`src/rtl/fb_rst_seq.sv`:
```
// Staged reset sequencer for the fbclk domain: synchronised release, then NUM_STAGES resets released in order.
// Optional hold watchdog enabled by defining FB_RST_SEQ_HOLD_WDOG_EN.
//
// state  | meaning
// SYNC   | release synchroniser filling with ones; all stages held in reset
// STAGE  | releasing stages one per STAGE_GAP cycles
// RUN    | all stages released; waits for sw_rst_req

module fb_rst_seq #(
    parameter int SYNC_DEPTH   = 16,
    parameter int NUM_STAGES   = 4,
    parameter int STAGE_GAP    = 64,
    parameter int CNT_W        = 8,
    parameter int HOLD_TIMEOUT = 1024
) (
    input  logic                  fbclk,
    input  logic                  fbclk_rst_cause_b,
    input  logic                  sw_rst_req,
    input  logic                  hold_req,
    output logic [NUM_STAGES-1:0] rst_b,
    output logic                  seq_done,
    output logic [CNT_W-1:0]      seq_count,
    output logic [1:0]            state_o,
    output logic                  hold_timeout
);

    localparam int GAP_W = (STAGE_GAP > 1) ? $clog2(STAGE_GAP) : 1;
    localparam int IDX_W = (NUM_STAGES > 1) ? $clog2(NUM_STAGES) : 1;
    localparam logic [GAP_W-1:0] GAP_LAST  = GAP_W'(STAGE_GAP - 1);
    localparam logic [IDX_W-1:0] IDX_LAST  = IDX_W'(NUM_STAGES - 1);

    typedef enum logic [1:0] {
        ST_SYNC  = 2'd0,
        ST_STAGE = 2'd1,
        ST_RUN   = 2'd2
    } state_t;

    state_t                  state, state_nxt;
    logic [SYNC_DEPTH-1:0]   sync_sr, sync_sr_nxt;
    logic [GAP_W-1:0]        gap_cnt, gap_cnt_nxt;
    logic [IDX_W-1:0]        stage_idx, stage_idx_nxt;
    logic [NUM_STAGES-1:0]   rst_b_nxt;
    logic                    seq_done_nxt;
    logic [CNT_W-1:0]        seq_count_nxt;
    logic                    hold_eff;
    logic                    wdog_trip;

`ifdef FB_RST_SEQ_HOLD_WDOG_EN
    localparam int WD_W = (HOLD_TIMEOUT > 1) ? $clog2(HOLD_TIMEOUT) : 1;
    localparam logic [WD_W-1:0] WD_LOAD = WD_W'(HOLD_TIMEOUT - 1);

    logic [WD_W-1:0] wdog_cnt, wdog_cnt_nxt;
    logic            hold_timeout_nxt;

    assign wdog_trip = hold_timeout;

    // Down-counter armed while not holding; terminal count on the HOLD_TIMEOUT-th held cycle.
    always_comb begin
        wdog_cnt_nxt     = WD_LOAD;
        hold_timeout_nxt = hold_timeout;
        if (sw_rst_req) begin
            hold_timeout_nxt = 1'b0;
        end else if (state != ST_RUN && hold_req && !hold_timeout) begin
            if (wdog_cnt == '0) begin
                hold_timeout_nxt = 1'b1;
            end else begin
                wdog_cnt_nxt = wdog_cnt - 1'b1;
            end
        end
    end

    always_ff @(posedge fbclk or negedge fbclk_rst_cause_b) begin
        if (!fbclk_rst_cause_b) begin
            wdog_cnt     <= WD_LOAD;
            hold_timeout <= 1'b0;
        end else begin
            wdog_cnt     <= wdog_cnt_nxt;
            hold_timeout <= hold_timeout_nxt;
        end
    end
`else
    assign wdog_trip    = 1'b0;
    assign hold_timeout = 1'b0;
`endif

    assign hold_eff = hold_req && !wdog_trip;
    assign state_o  = state;

    always_comb begin
        state_nxt     = state;
        sync_sr_nxt   = sync_sr;
        gap_cnt_nxt   = gap_cnt;
        stage_idx_nxt = stage_idx;
        rst_b_nxt     = rst_b;
        seq_done_nxt  = seq_done;
        seq_count_nxt = seq_count;
        if (sw_rst_req) begin
            state_nxt     = ST_SYNC;
            sync_sr_nxt   = '0;
            gap_cnt_nxt   = '0;
            stage_idx_nxt = '0;
            rst_b_nxt     = '0;
            seq_done_nxt  = 1'b0;
            if (seq_count != '1) begin
                seq_count_nxt = seq_count + 1'b1;
            end
        end else begin
            case (state)
                ST_SYNC: begin
                    if (!hold_eff) begin
                        sync_sr_nxt = {sync_sr[SYNC_DEPTH-2:0], 1'b1};
                        if (sync_sr[SYNC_DEPTH-1]) begin
                            rst_b_nxt[0] = 1'b1;
                            if (NUM_STAGES == 1) begin
                                state_nxt    = ST_RUN;
                                seq_done_nxt = 1'b1;
                            end else begin
                                state_nxt = ST_STAGE;
                            end
                        end
                    end
                end
                ST_STAGE: begin
                    if (!hold_eff) begin
                        if (gap_cnt == GAP_LAST) begin
                            gap_cnt_nxt              = '0;
                            stage_idx_nxt            = stage_idx + 1'b1;
                            rst_b_nxt[stage_idx_nxt] = 1'b1;
                            if (stage_idx_nxt == IDX_LAST) begin
                                state_nxt    = ST_RUN;
                                seq_done_nxt = 1'b1;
                            end
                        end else begin
                            gap_cnt_nxt = gap_cnt + 1'b1;
                        end
                    end
                end
                default: begin
                end
            endcase
        end
    end

    always_ff @(posedge fbclk or negedge fbclk_rst_cause_b) begin
        if (!fbclk_rst_cause_b) begin
            state     <= ST_SYNC;
            sync_sr   <= '0;
            gap_cnt   <= '0;
            stage_idx <= '0;
            rst_b     <= '0;
            seq_done  <= 1'b0;
            seq_count <= '0;
        end else begin
            state     <= state_nxt;
            sync_sr   <= sync_sr_nxt;
            gap_cnt   <= gap_cnt_nxt;
            stage_idx <= stage_idx_nxt;
            rst_b     <= rst_b_nxt;
            seq_done  <= seq_done_nxt;
            seq_count <= seq_count_nxt;
        end
    end

endmodule

```
`config.mk`:
```
export PLATFORM = sky130hd
export DESIGN_NAME = fb_rst_seq
export DESIGN_NICKNAME = d
export VERILOG_FILES = /design/src/rtl/fb_rst_seq.sv
export SDC_FILE = /design/constraint.sdc
export NUM_CORES = 1
export LEC_CHECK = 0
export BUFFER_PORTS_ARGS = -buffer_cell sky130_fd_sc_hd__clkbuf_2
export CORE_MARGIN = 1.5
export CORE_UTILIZATION = 35
export CTS_CLUSTER_DIAMETER = 50
export DETAILED_ROUTE_END_ITERATION = 10
export PLACE_DENSITY_LB_ADDON = 0.1
export SLEW_MARGIN = 20
export SYNTH_ARGS = -nofsm -noshare
export SYNTH_HDL_FRONTEND = slang
export SYNTH_SLANG_ARGS = --single-unit
```
`constraint.sdc`:
```
create_clock -name fbclk -period 2.3 [get_ports fbclk]
set_input_delay 0.575 -clock fbclk [delete_from_list [all_inputs] [get_ports fbclk]]
set_output_delay 0.575 -clock fbclk [all_outputs]
set_load 0.02 [all_outputs]
```
* Yosys cells after proc, flatten, opt, wreduce, memory -nomap -nowiden
Cells that the tools add are included.
** Word-level totals
- Bits in registers :: 39
- Output and inout bits :: 16
** Cells by class
- Add/subtract/negate cells :: 3
- Order comparisons :: 2
- Eq/ne operators :: 10
- Muxes and demuxes :: 32
- Bitwise gates (word level) :: 1
- Reductions and logical operators :: 14
** Operators by type and width (number)
- $mux W16 :: 3
- $mux W6 :: 4
- $mux W2 :: 10
- $ne A3 B3 Y1 const B :: 5
- $mux W4 :: 3
- $add A8 B1 Y8 const B :: 1
- $mux W1 :: 8
- $ne A8 B8 Y1 const B :: 1
- $reduce_bool A2 Y1 :: 4
- $add A6 B1 Y6 const B :: 1
- $eq A6 B6 Y1 const B :: 1
- $reduce_and A2 Y1 :: 3
- $reduce_and A6 Y1 :: 1
- $reduce_and A5 Y1 :: 1
- $or A4 B4 Y4 :: 1
- $pmux W2 S2 :: 1
- $reduce_and A4 Y1 :: 1
- $lt A2 B3 Y1 const B :: 1
- $mux W3 :: 1
- $reduce_and A3 Y1 :: 1
- $reduce_bool A3 Y1 :: 1
- $add A2 B1 Y2 const B :: 1
- $demux W1 S2 :: 1
- $eq A2 B1 Y1 const B :: 1
- 6 further kinds :: 6

* Longest topological paths before layout
Gate-level depths: netlist (run 1).
- Depth in word-level cells :: 10
- Depth in mapped cells :: 5

* Worst setup path after synthesis (run 1)
No wires, ideal clock.
- Path kind :: register -> register
- From :: register state[1], in the netlist state_o[1]
- To :: register gap_cnt[5]
- Library setup time :: 78 ps
- Arrival time :: 1702 ps
- Required time :: 2222 ps
- Setup slack :: 520 ps
- Cell stages (with the launch flop) :: 6
- Buffers on the path :: 2
- Period minus slack after synthesis :: 1780 ps
- Path through :: dfrtp_1 > buf_6 > or3b_1 > clkbuf_1 > or4_1 > a21oi_1
** On the way
- Longest elaborated chain between the ends :: 3
** Ends and longest elaborated chain
- start: declaration :: RTL line 38 : state_t state, state_nxt;
- start signal: assignment :: RTL line 154 : state <= state_nxt;
- $eq A2 B1 Y1 :: RTL line 108 : case (state)
- $reduce_bool A2 Y1 (no source line)
- $reduce_and A2 Y1 (no source line)
- end signal: assignment :: RTL line 156 : gap_cnt <= gap_cnt_nxt;
- end: declaration :: RTL line 40 : logic [GAP_W-1:0] gap_cnt, gap_cnt_nxt;
No other way between the ends.
A chain may end at the register's enable or synchronous reset.

* Worst setup path after layout (run 1)
- From :: register gap_cnt[0]
- To :: register gap_cnt[4]
** On the way
- Longest elaborated chain between the ends :: 5
** Ends and longest elaborated chain
- $add A6 B1 Y6 or $eq A6 B6 Y1 (tied branches) :: RTL line 134, 125
- $mux W6 (*) :: RTL line 125 : if (gap_cnt == GAP_LAST) begin
- $mux W6 (*) :: RTL line 124 : if (!hold_eff) begin
- $mux W6 (*) :: RTL line 108
- $mux W6 (*) :: RTL line 97 : if (sw_rst_req) begin
Every way passes the cells marked *; elsewhere a longest branch is shown, timed or not. The select of a mux whose other input is x is not followed.

==> impl_metrics.py, run 1 <==
metrics = {
    "placed_design": {
        "dp_slack_ps": 405.1,
        "place.detailed.hpwl_um": 2343,
        "port-buffer-count": 18,
        "placed_cells_incl_taps": 239,
        "gp_congestion": 0.7707,
    },
    "sta": {
        "final.setup.tns_ps": 0,
        "final-hold-violation-count": 0,
        "setup_slack_ps": 446.3,
        "setup_viol": 0,
        "slew_violations": 0,
        "max_freq_mhz": 539.5,
        "rsz0062_at_grt": "no",
        "maxSlewHeadroom": 0.3758,
        "final.min_clock_period_ps": 1854,
        "worstMarginPinSlew_ps": 932.8,
        "period_share": 0.8060,
        "finalClockSkew_ps": 6.731,
    },
    "drt": {
        "route.vias.total": 1280,
        "ant_nets": 0,
        "wl_per_cell_um": 13.66,
        "initialDrtViolationCount": 62,
        "drcViolationCount": 0,
        "finalWirelength_um": 3374,
        "via_per_inst": 5.182,
        "first_pass_iters": 4,
    },
    "clocking": {
        "htreeDepth": 2,
        "cts_root_buf": "clkbuf_8",
        "cts_buffers": 5,
        "clk_pin_slew_ps": 70,
        "clkSinkCount": 39,
        "cts_tree": "built",
        "clock_latency_ps": 290,
        "clockBufferDepth": 2,
        "post_cts_buffers": 0,
        "post_cts_resized": 0,
        "ctsHoldBuffers": 0,
    },
    "critical_path": {
        "path_cells": "ha_1, nor4bb_1, and3_1, mux2_2",
        "cpPeakStageDelay_ps": 490,
        "start_kind": "flip-flop",
        "critPathKind": "reg -> reg",
        "cpLargestDelayFamily": "simple AND/OR/NAND/NOR gates",
        "end_kind": "flip-flop",
        "cp_num_buf_inv": 0,
        "ff2ff_setup_slack_ps": 450,
        "crit_required_ps": 2470,
        "cp.arrival_ps": 2020,
        "path_max_fanout": 5,
        "cp_slowest_cell": "nor4bb_1",
    },
    "layout": {
        "fin_nets": 189,
        "syn_to_final_growth_pct": 14.27,
        "antenna_cells": 0,
        "drive_gt1_frac": 0.2000,
        "stdcell_count": 247,
    },
    "worst_hold_path": {
        "hp-class": "in -> async",
    },
    "synthesis": {
        "ys_warn_count": 0,
        "ys_ff_latch": 39,
        "postSynthAreaPerCell_um2": 11.13,
        "syn-num-nets": 170,
        "ys_top_cells_by_area": "dfrtp_1, a22o_1, ha_1, a21oi_1, mux2_2",
        "synth_cells": 160,
        "yosysSeqAreaShare": 0.5481,
        "synth.largest_area_cell": "dfrtp_1",
        "ys_types": 38,
        "synth_top_area_frac": 0.5481,
        "syn-cell-area_um2": 1780,
    },
    "global_route": {
        "met1_usage": 0.1990,
        "top_usage_layer": "met2",
        "grt_pass1_wl_um": 5996,
        "grt_overflow": 0,
        "use_met2": 0.2143,
        "grt_pass1_vias": 1289,
        "use_met3": 0.04065,
        "antenna_found_initial": 0,
        "grt_max_degree": 21,
        "grt_use_total": 0.1409,
    },
    "floorplanning": {
        "start_util": 0.3696,
        "die_y_um": 74.33,
        "num_io_pins": 20,
        "die_width_um": 74.33,
        "rows": 25,
        "die-area_um2": 5524,
        "coreArea_um2": 4817,
    },
    "power": {
        "power.total_mw": 1.611,
        "leakagePower_nw": 0.9254,
        "ir_worst_vdd_mv": 0.3767,
        "power.density_nw_per_um2": 792.0,
    },
    "run_status": {
        "status": "finished clean",
    },
    "flow_run": {
        "cap_violations": 0,
    },
}
[final timing paths]
kind,from,to,cells after the start
min in group fbclk,sync_sr[0],sync_sr[0],1
max reg2reg,gap_cnt[0],gap_cnt[4],4
max in group asynchronous,fbclk_rst_cause_b,sync_sr[4],2
min,fbclk_rst_cause_b,gap_cnt[3],1
min reg2reg,sync_sr[0],sync_sr[0],1
max,gap_cnt[0],gap_cnt[4],4
[power breakdown]
part	internal, mW	switching, mW	total [mW]
clock	0.212	0.234	0.446
combinational	0.127	0.188	0.315
sequential	0.751	0.0988	0.850
[per-stage QoR]
stage                       util  cell area [µm²]  hold WS, ps
after detailed placement  0.4047             1949        482.9
final                     0.4223             2034        266.0
after global routing      0.4223             2034        285.4
after global placement    0.4047             1949        469.6
after floorplan                -             1780        279.4
after CTS                 0.4223             2034        273.3
[cell families (layout without fill, tap and decap cells)]
family                     Yosys count  in the layout  share of synthesized area
muxes                                6              6                    0.03724
DFF                                 39             39                     0.5481
xor gates and xnor gates             4              4                    0.01967
and+or+nand+nor                     50             50                     0.1525
buffers and inverters               15             35                    0.03865
other                                1              1                   0.002106
adders and majority gates            6              6                    0.04216
AOI/OAI and AO/OA                   39             39                     0.1595
[cell usage in the layout (no fill, tap or decap), types with 2 or more instances in the layout]
| cell type | n |
|---|---|
| mux2_2 | 5 |
| o211ai_1 | 2 |
| nand4_1 | 7 |
| nand3_1 | 6 |
| xnor2_1 | 4 |
| nor2b_1 | 2 |
| clkbuf_8 | 5 |
| a22o_1 | 15 |
| inv_1 | 6 |
| a21oi_1 | 12 |
| and3_1 | 4 |
| dfrtp_1 | 39 |
| nor2_1 | 10 |
| nand2_1 | 9 |
| buf_4 | 2 |
| clkbuf_2 | 18 |
| a41oi_1 | 2 |
| o31ai_1 | 3 |
| ha_1 | 6 |
| nor3_1 | 2 |
[sequential cells by signal (all words and copies together), names as in the netlist]
signal     count
sync_sr       16
state_o        2
stage_idx      2
rst_b          4
gap_cnt        6
seq_done       1
seq_count      8
[cell type report]
cell class | count | area [µm²]
Fill cell | 496 | 2783
Sequential cell | 39 | 975.9
Multi-Input combinational cell | 106 | 742.0
Timing Repair Buffer | 21 | 125.1
Tap cell | 67 | 83.83
Clock buffer | 6 | 72.57
Inverter | 6 | 22.52
Clock inverter | 2 | 12.51
[per-layer routing]
layer	wire [µm]	up-vias	share of wire
met2	1426	32	0.42
li1	-	623	-
met4	22	0	0.0065
met1	1756	623	0.52
met5	0	-	0
met3	169	2	0.050
[synth_stat cells (all sizes together)]
master,number
and2,1
nor4bb,1
or3,1
dfrtp,39
nor3,2
nor4,1
a31oi,1
and3,4
o31ai,3
a21o,1
mux2,5
a311oi,1
nor3b,1
a21oi,12
and4,1
nand2,9
or4,1
a41oi,2
ha,6
o211ai,2
nand2b,1
nor2,10
o21ai,1
conb,1
nand4,7
a32o,1
nor2b,2
a22o,15
mux2i,1
clkbuf,6
inv,6
xnor2,4
nand3,6
buf,3
or3b,1
or2,1
(Power assumes the default switching activity.)
==> inputs of run 2 (changes only) <==
==> constraint.sdc (replaced) <==
create_clock -name fbclk -period 1.6 [get_ports fbclk]
set_input_delay 0.4 -clock fbclk [delete_from_list [all_inputs] [get_ports fbclk]]
set_output_delay 0.4 -clock fbclk [all_outputs]
set_load 0.02 [all_outputs]
==> run 2 against run 1 <==
  * Hold slack better by 200 ps
  * Combinational power grew 57%
  * Clock power increased by 47%
  * Total power rose by 47%
  * Count of clock-buffer cells in the layout shrank 1
  * Clock skew rose by 1.6 ps
  * Largest power group unchanged
==> impl_metrics.py, run 2 (synthesized netlist as in run 1, its figures left out) <==
metrics = {
    "run_status": {
        "status": "finished clean",
    },
    "clocking": {
        "clk_pin_slew_ps": 80,
        "post_cts_buffers": 0,
        "clkSinkCount": 39,
        "clockBufferDepth": 2,
        "cts_root_buf": "clkbuf_8",
        "clock_latency_ps": 290,
        "cts_tree": "built",
        "htreeDepth": 2,
        "cts_buffers": 5,
    },
    "drt": {
        "first_pass_iters": 4,
        "route.vias.total": 1311,
        "wl_per_cell_um": 13.65,
        "ant_nets": 0,
        "finalWirelength_um": 3536,
        "drcViolationCount": 0,
        "initialDrtViolationCount": 75,
        "via_per_inst": 5.062,
    },
    "layout": {
        "antenna_cells": 0,
        "mostFrequentLayoutCells": "dfrtp_1, clkbuf_2, a22o_1",
        "syn_to_final_growth_pct": 20.73,
        "largest_reg_flops": 16,
        "final_common_cell": "dfrtp_1",
        "top_regs": "sync_sr: 16 flops, seq_count: 8 flops, gap_cnt: 6 flops",
        "drive_gt1_frac": 0.2656,
        "fin_util": 0.4462,
        "fin_area_um2": 2150,
        "n_fill_cell": 484,
        "largest-register": "sync_sr",
        "fin_nets": 201,
    },
    "critical_path": {
        "start_kind": "flip-flop",
        "cp.arrival_ps": 1750,
        "crit_required_ps": 1820,
        "critPathKind": "reg -> reg",
        "rr_endpoint": "gap_cnt[5]",
        "reg2regPathDepth": 3,
        "ff2ff_setup_slack_ps": 70,
        "path_max_fanout": 6,
        "end_kind": "flip-flop",
        "rr_startpoint": "state_o[1]",
    },
    "power": {
        "power.density_nw_per_um2": 1100,
        "leakagePower_nw": 0.9834,
        "ir_worst_vdd_mv": 0.7946,
    },
    "global_route": {
        "grt_overflow": 0,
        "grt_pass1_vias": 1285,
        "grt_pass1_wl_um": 6051,
        "antenna_found_initial": 0,
        "grt_use_total": 0.1474,
        "grt_max_degree": 36,
    },
    "floorplanning": {
        "coreArea_um2": 4817,
        "die_width_um": 74.33,
        "start_util": 0.3696,
        "rows": 25,
        "die-area_um2": 5524,
        "num_io_pins": 20,
        "die_y_um": 74.33,
    },
    "sta": {
        "setup_viol": 0,
        "worstMarginPinSlew_ps": 585.0,
        "setup_slack_ps": 65.86,
        "final-hold-violation-count": 0,
        "max_freq_mhz": 651.8,
        "maxSlewHeadroom": 0.6096,
        "rsz0062_at_grt": "no",
        "slew_violations": 0,
        "period_share": 0.9588,
        "final.min_clock_period_ps": 1534,
        "finalClockSkew_ps": 8.297,
    },
    "placed_design": {
        "placed_area_um2": 2033,
        "port-buffer-count": 18,
        "gp_congestion": 0.8337,
        "dp_slack_ps": -55.15,
        "place.detailed.hpwl_um": 2467,
    },
    "flow_run": {
        "cap_violations": 0,
    },
    "worst_hold_path": {
        "hp-class": "in -> async",
    },
}
[run 2: worst max-delay path by stage]
stage                   end  cells after the start  slack (ps)          from
2_1_floorplan    gap_cnt[5]                      5         -60    state_o[1]
6_report         gap_cnt[5]                      3          70    state_o[1]
3_3_place_gp     gap_cnt[4]                      4         -70      hold_req
4_1_cts          gap_cnt[4]                      4          20    gap_cnt[0]
3_5_place_dp     gap_cnt[4]                      4         -60      hold_req
5_1_grt        seq_count[1]                      4           5  seq_count[1]
[run 2: final cells by class]
cell class	count	area, µm²	share of cell area
clock inverter	3	20.02	0.009313
multi-input combinational	106	759.5	0.3533
tap	67	83.83	0.03900
inverter	6	22.52	0.01048
clock buffer	5	68.82	0.03201
timing repair buffer	33	217.7	0.1013
sequential	39	977.2	0.4546
[run 2: power by group]
group	switching [mW]	leakage [nW]	internal (mW)	total (mW)
clock	0.351	0.0402	0.303	0.654
sequential	0.135	0.527	1.08	1.21
combinational	0.290	0.416	0.206	0.496
total	0.776	0.983	1.59	2.37
[run 2: worst max-delay path, cell delays in order (launching register included)]
cell and delay [ps]:
dfrtp_2 470, or3b_1 440, or4_1 410, a21oi_1 140
[run 2: stage by stage]
step | instances | total power [mW] | setup TNS (ps) | hold slack (ps)
2_1_floorplan | 160 | 1.520 | -59.42 | 104.4
3_3_place_gp | 250 | 1.715 | -67.06 | 236.7
5_1_grt | 259 | 2.518 | 0 | 474.1
6_report | 259 | 2.365 | 0 | 469.3
3_5_place_dp | 250 | 1.735 | -705.0 | 239.9
4_1_cts | 259 | 2.415 | 0 | 462.4
[run 2: what timing repair did]
action / in CTS / in global routing
endpoints found under the hold margin: 4 / 0
endpoints found under the setup margin: 1 / 16
hold buffers: 1 / 0
gates resized for setup: 1 / 2
[run 2: metal layers]
metal,track usage,vias to the layer above,part of all wire
met1,0.1827,642,0.46
met3,0.04065,6,0.042
met4,0.05455,0,0.014
met5,0,-,0
li1,-,642,-
met2,0.2460,21,0.48
==> inputs of run 3 (changes only) <==
--- a/config.mk
+++ b/config.mk
@@ -7,10 +7,11 @@
 export LEC_CHECK = 0
 export BUFFER_PORTS_ARGS = -buffer_cell sky130_fd_sc_hd__clkbuf_2
 export CORE_MARGIN = 1.5
-export CORE_UTILIZATION = 35
+export CORE_UTILIZATION = 50
 export CTS_CLUSTER_DIAMETER = 50
 export DETAILED_ROUTE_END_ITERATION = 10
 export PLACE_DENSITY_LB_ADDON = 0.1
+export SKIP_LAST_GASP = 1
 export SLEW_MARGIN = 20
 export SYNTH_ARGS = -nofsm -noshare
 export SYNTH_HDL_FRONTEND = slang
==> run 3 against run 2 <==
  * Worst setup slack better by 8.2 ps
  * Global-route usage increased by 3.9 points
  * Combinational power down 0.8%
  * Wire length decreased by 8.2%
  * Critical path depth stayed put
  * First-iteration DRC count rose by 20%
  * Register-to-register slack about the same
  * Hold slack got worse by 400 ps
  * Maximum frequency is 0.54% higher
  * Clock skew grew 3.8 ps
  * Via count is 1.8% higher
  * Critical endpoint unchanged
  * Sequential share of layout area up 1.2 points
==> impl_metrics.py, run 3 (synthesized netlist as in run 1, its figures left out) <==
metrics = {
    "drt": {
        "drcViolationCount": 0,
        "via_per_inst": 5.633,
        "finalWirelength_um": 3246,
        "route.vias.total": 1335,
        "first_pass_iters": 4,
        "initialDrtViolationCount": 90,
        "ant_nets": 0,
        "wl_per_cell_um": 13.70,
    },
    "global_route": {
        "grt_overflow": 0,
        "grt_pass1_vias": 1264,
        "antenna_found_initial": 0,
        "grt_max_degree": 40,
        "grt_pass1_wl_um": 5699,
        "grt_use_total": 0.1861,
    },
    "layout": {
        "n_fill_cell": 298,
        "syn_to_final_growth_pct": 17.71,
        "largest_reg_flops": 16,
        "drive_gt1_frac": 0.2723,
        "seqCellArea_um2": 977.2,
        "multi_input_area_um2": 762.0,
        "fin_nets": 200,
        "largest-register": "sync_sr",
        "fin_area_um2": 2096,
        "mostFrequentLayoutCells": "dfrtp_1, clkbuf_2, a22o_1",
        "top_regs": "sync_sr: 16 flops, seq_count: 8 flops, gap_cnt: 6 flops",
        "antenna_cells": 0,
        "final_common_cell": "dfrtp_1",
    },
    "clocking": {
        "cts_buffers": 5,
        "ctsHoldBuffers": 0,
        "post_cts_buffers": 0,
        "clkSinkCount": 39,
        "clock_latency_ps": 350,
        "clockBufferDepth": 2,
        "htreeDepth": 2,
        "cts_root_buf": "clkbuf_4",
        "clk_pin_slew_ps": 120,
        "cts_tree": "built",
    },
    "sta": {
        "final.min_clock_period_ps": 1526,
        "finalClockSkew_ps": 12.14,
        "rsz0062_at_grt": "no",
        "setup_viol": 0,
        "worstMarginPinSlew_ps": 572.9,
        "final-hold-violation-count": 0,
        "period_share": 0.9537,
        "max_freq_mhz": 655.3,
        "maxSlewHeadroom": 0.6176,
        "slew_violations": 0,
        "final.setup.tns_ps": 0,
    },
    "floorplanning": {
        "start_util": 0.5294,
        "rows": 21,
        "die-area_um2": 3928,
        "num_io_pins": 20,
        "coreArea_um2": 3363,
        "die_y_um": 62.68,
        "die_width_um": 62.68,
    },
    "placed_design": {
        "port-buffer-count": 18,
        "gp_congestion": 0.8594,
        "placed_area_um2": 1994,
        "place.detailed.hpwl_um": 2255,
    },
    "flow_run": {
        "cap_violations": 0,
    },
    "power": {
        "ir_worst_vdd_mv": 0.6549,
        "power.density_nw_per_um2": 1127,
        "leakagePower_nw": 0.9823,
        "power.total_mw": 2.363,
    },
    "critical_path": {
        "end_kind": "flip-flop",
        "crit_required_ps": 1890,
        "critPathKind": "reg -> reg",
        "path_max_fanout": 7,
        "cp.arrival_ps": 1810,
        "start_kind": "flip-flop",
        "ff2ff_setup_slack_ps": 70,
    },
    "worst_hold_path": {
        "hp-class": "in -> async",
    },
    "run_status": {
        "status": "finished clean",
    },
}
-- run 3: cell count changes in the layout (fill, tap and decap cells not counted) --
| cell | delta |
|---|---|
| clkbuf_4 | +5 |
| clkbuf_8 | -5 |
| clkinvlp_4 | -2 |
| buf_12 | -1 |
| buf_4 | +1 |
| bufinv_16 | +1 |
| clkinv_4 | +1 |
| dlygate4sd3_1 | -1 |
| or3b_1 | -1 |
| or3b_4 | +1 |
-- run 3: layout make-up --
type	count	share of cell area
clock buffer	5	0.01791
clock inverter	3	0.02090
inverter	6	0.01075
multi-input combinational	106	0.3636
sequential	39	0.4663
tap	46	0.02746
timing repair buffer	32	0.09313
-- run 3: through the flow --
| step | hold WS, ps | util | std cells | setup slack (ps) |
|---|---|---|---|---|
| 4_1_cts | 78.05 | 0.6190 | 237 | 32.34 |
| 6_report | 72.08 | 0.6231 | 237 | 74.05 |
| 2_1_floorplan | 104.4 | - | 160 | -59.42 |
| 3_5_place_dp | 475.9 | 0.5930 | 229 | -26.05 |
| 3_3_place_gp | 467.1 | 0.5930 | 229 | -0.6434 |
| 5_1_grt | 103.1 | 0.6231 | 237 | 3.944 |
-- run 3: final timing paths --
check,depth (start not counted),endpoint,from
setup / recovery,3,gap_cnt[5],state_o[1]
hold / removal,2,stage_idx[1],fbclk_rst_cause_b
setup reg to reg,3,gap_cnt[5],state_o[1]
hold reg to reg,1,sync_sr[0],sync_sr[0]
max in group asynchronous,2,state_o[1],fbclk_rst_cause_b
min in group fbclk,3,seq_count[3],sw_rst_req
-- run 3: routing by layer --
layer	GRT usage	part of all wire	vias to the layer above
met4	0.08889	0.016	0
li1	-	-	650
met1	0.2404	0.48	655
met3	0.05225	0.037	5
met2	0.2903	0.47	25
met5	0	0	-
-- run 3: worst max-delay path, stage by stage (launching register included) --
cell,delay [ps]
dfrtp_2,490
or3b_4,440
or4_1,410
a21oi_1,130
-- run 3: timing repair --
item | in CTS | in global routing
endpoints found under the setup margin | 1 | 19
cloned | 0 | 0
gates resized for setup | 1 | 3
-- run 3: report_power, final --
part | leakage [nW] | internal (mW) | total, mW | switching (mW)
clock network | 0.0452 | 0.329 | 0.655 | 0.327
logic | 0.410 | 0.202 | 0.492 | 0.290
registers | 0.527 | 1.08 | 1.22 | 0.136
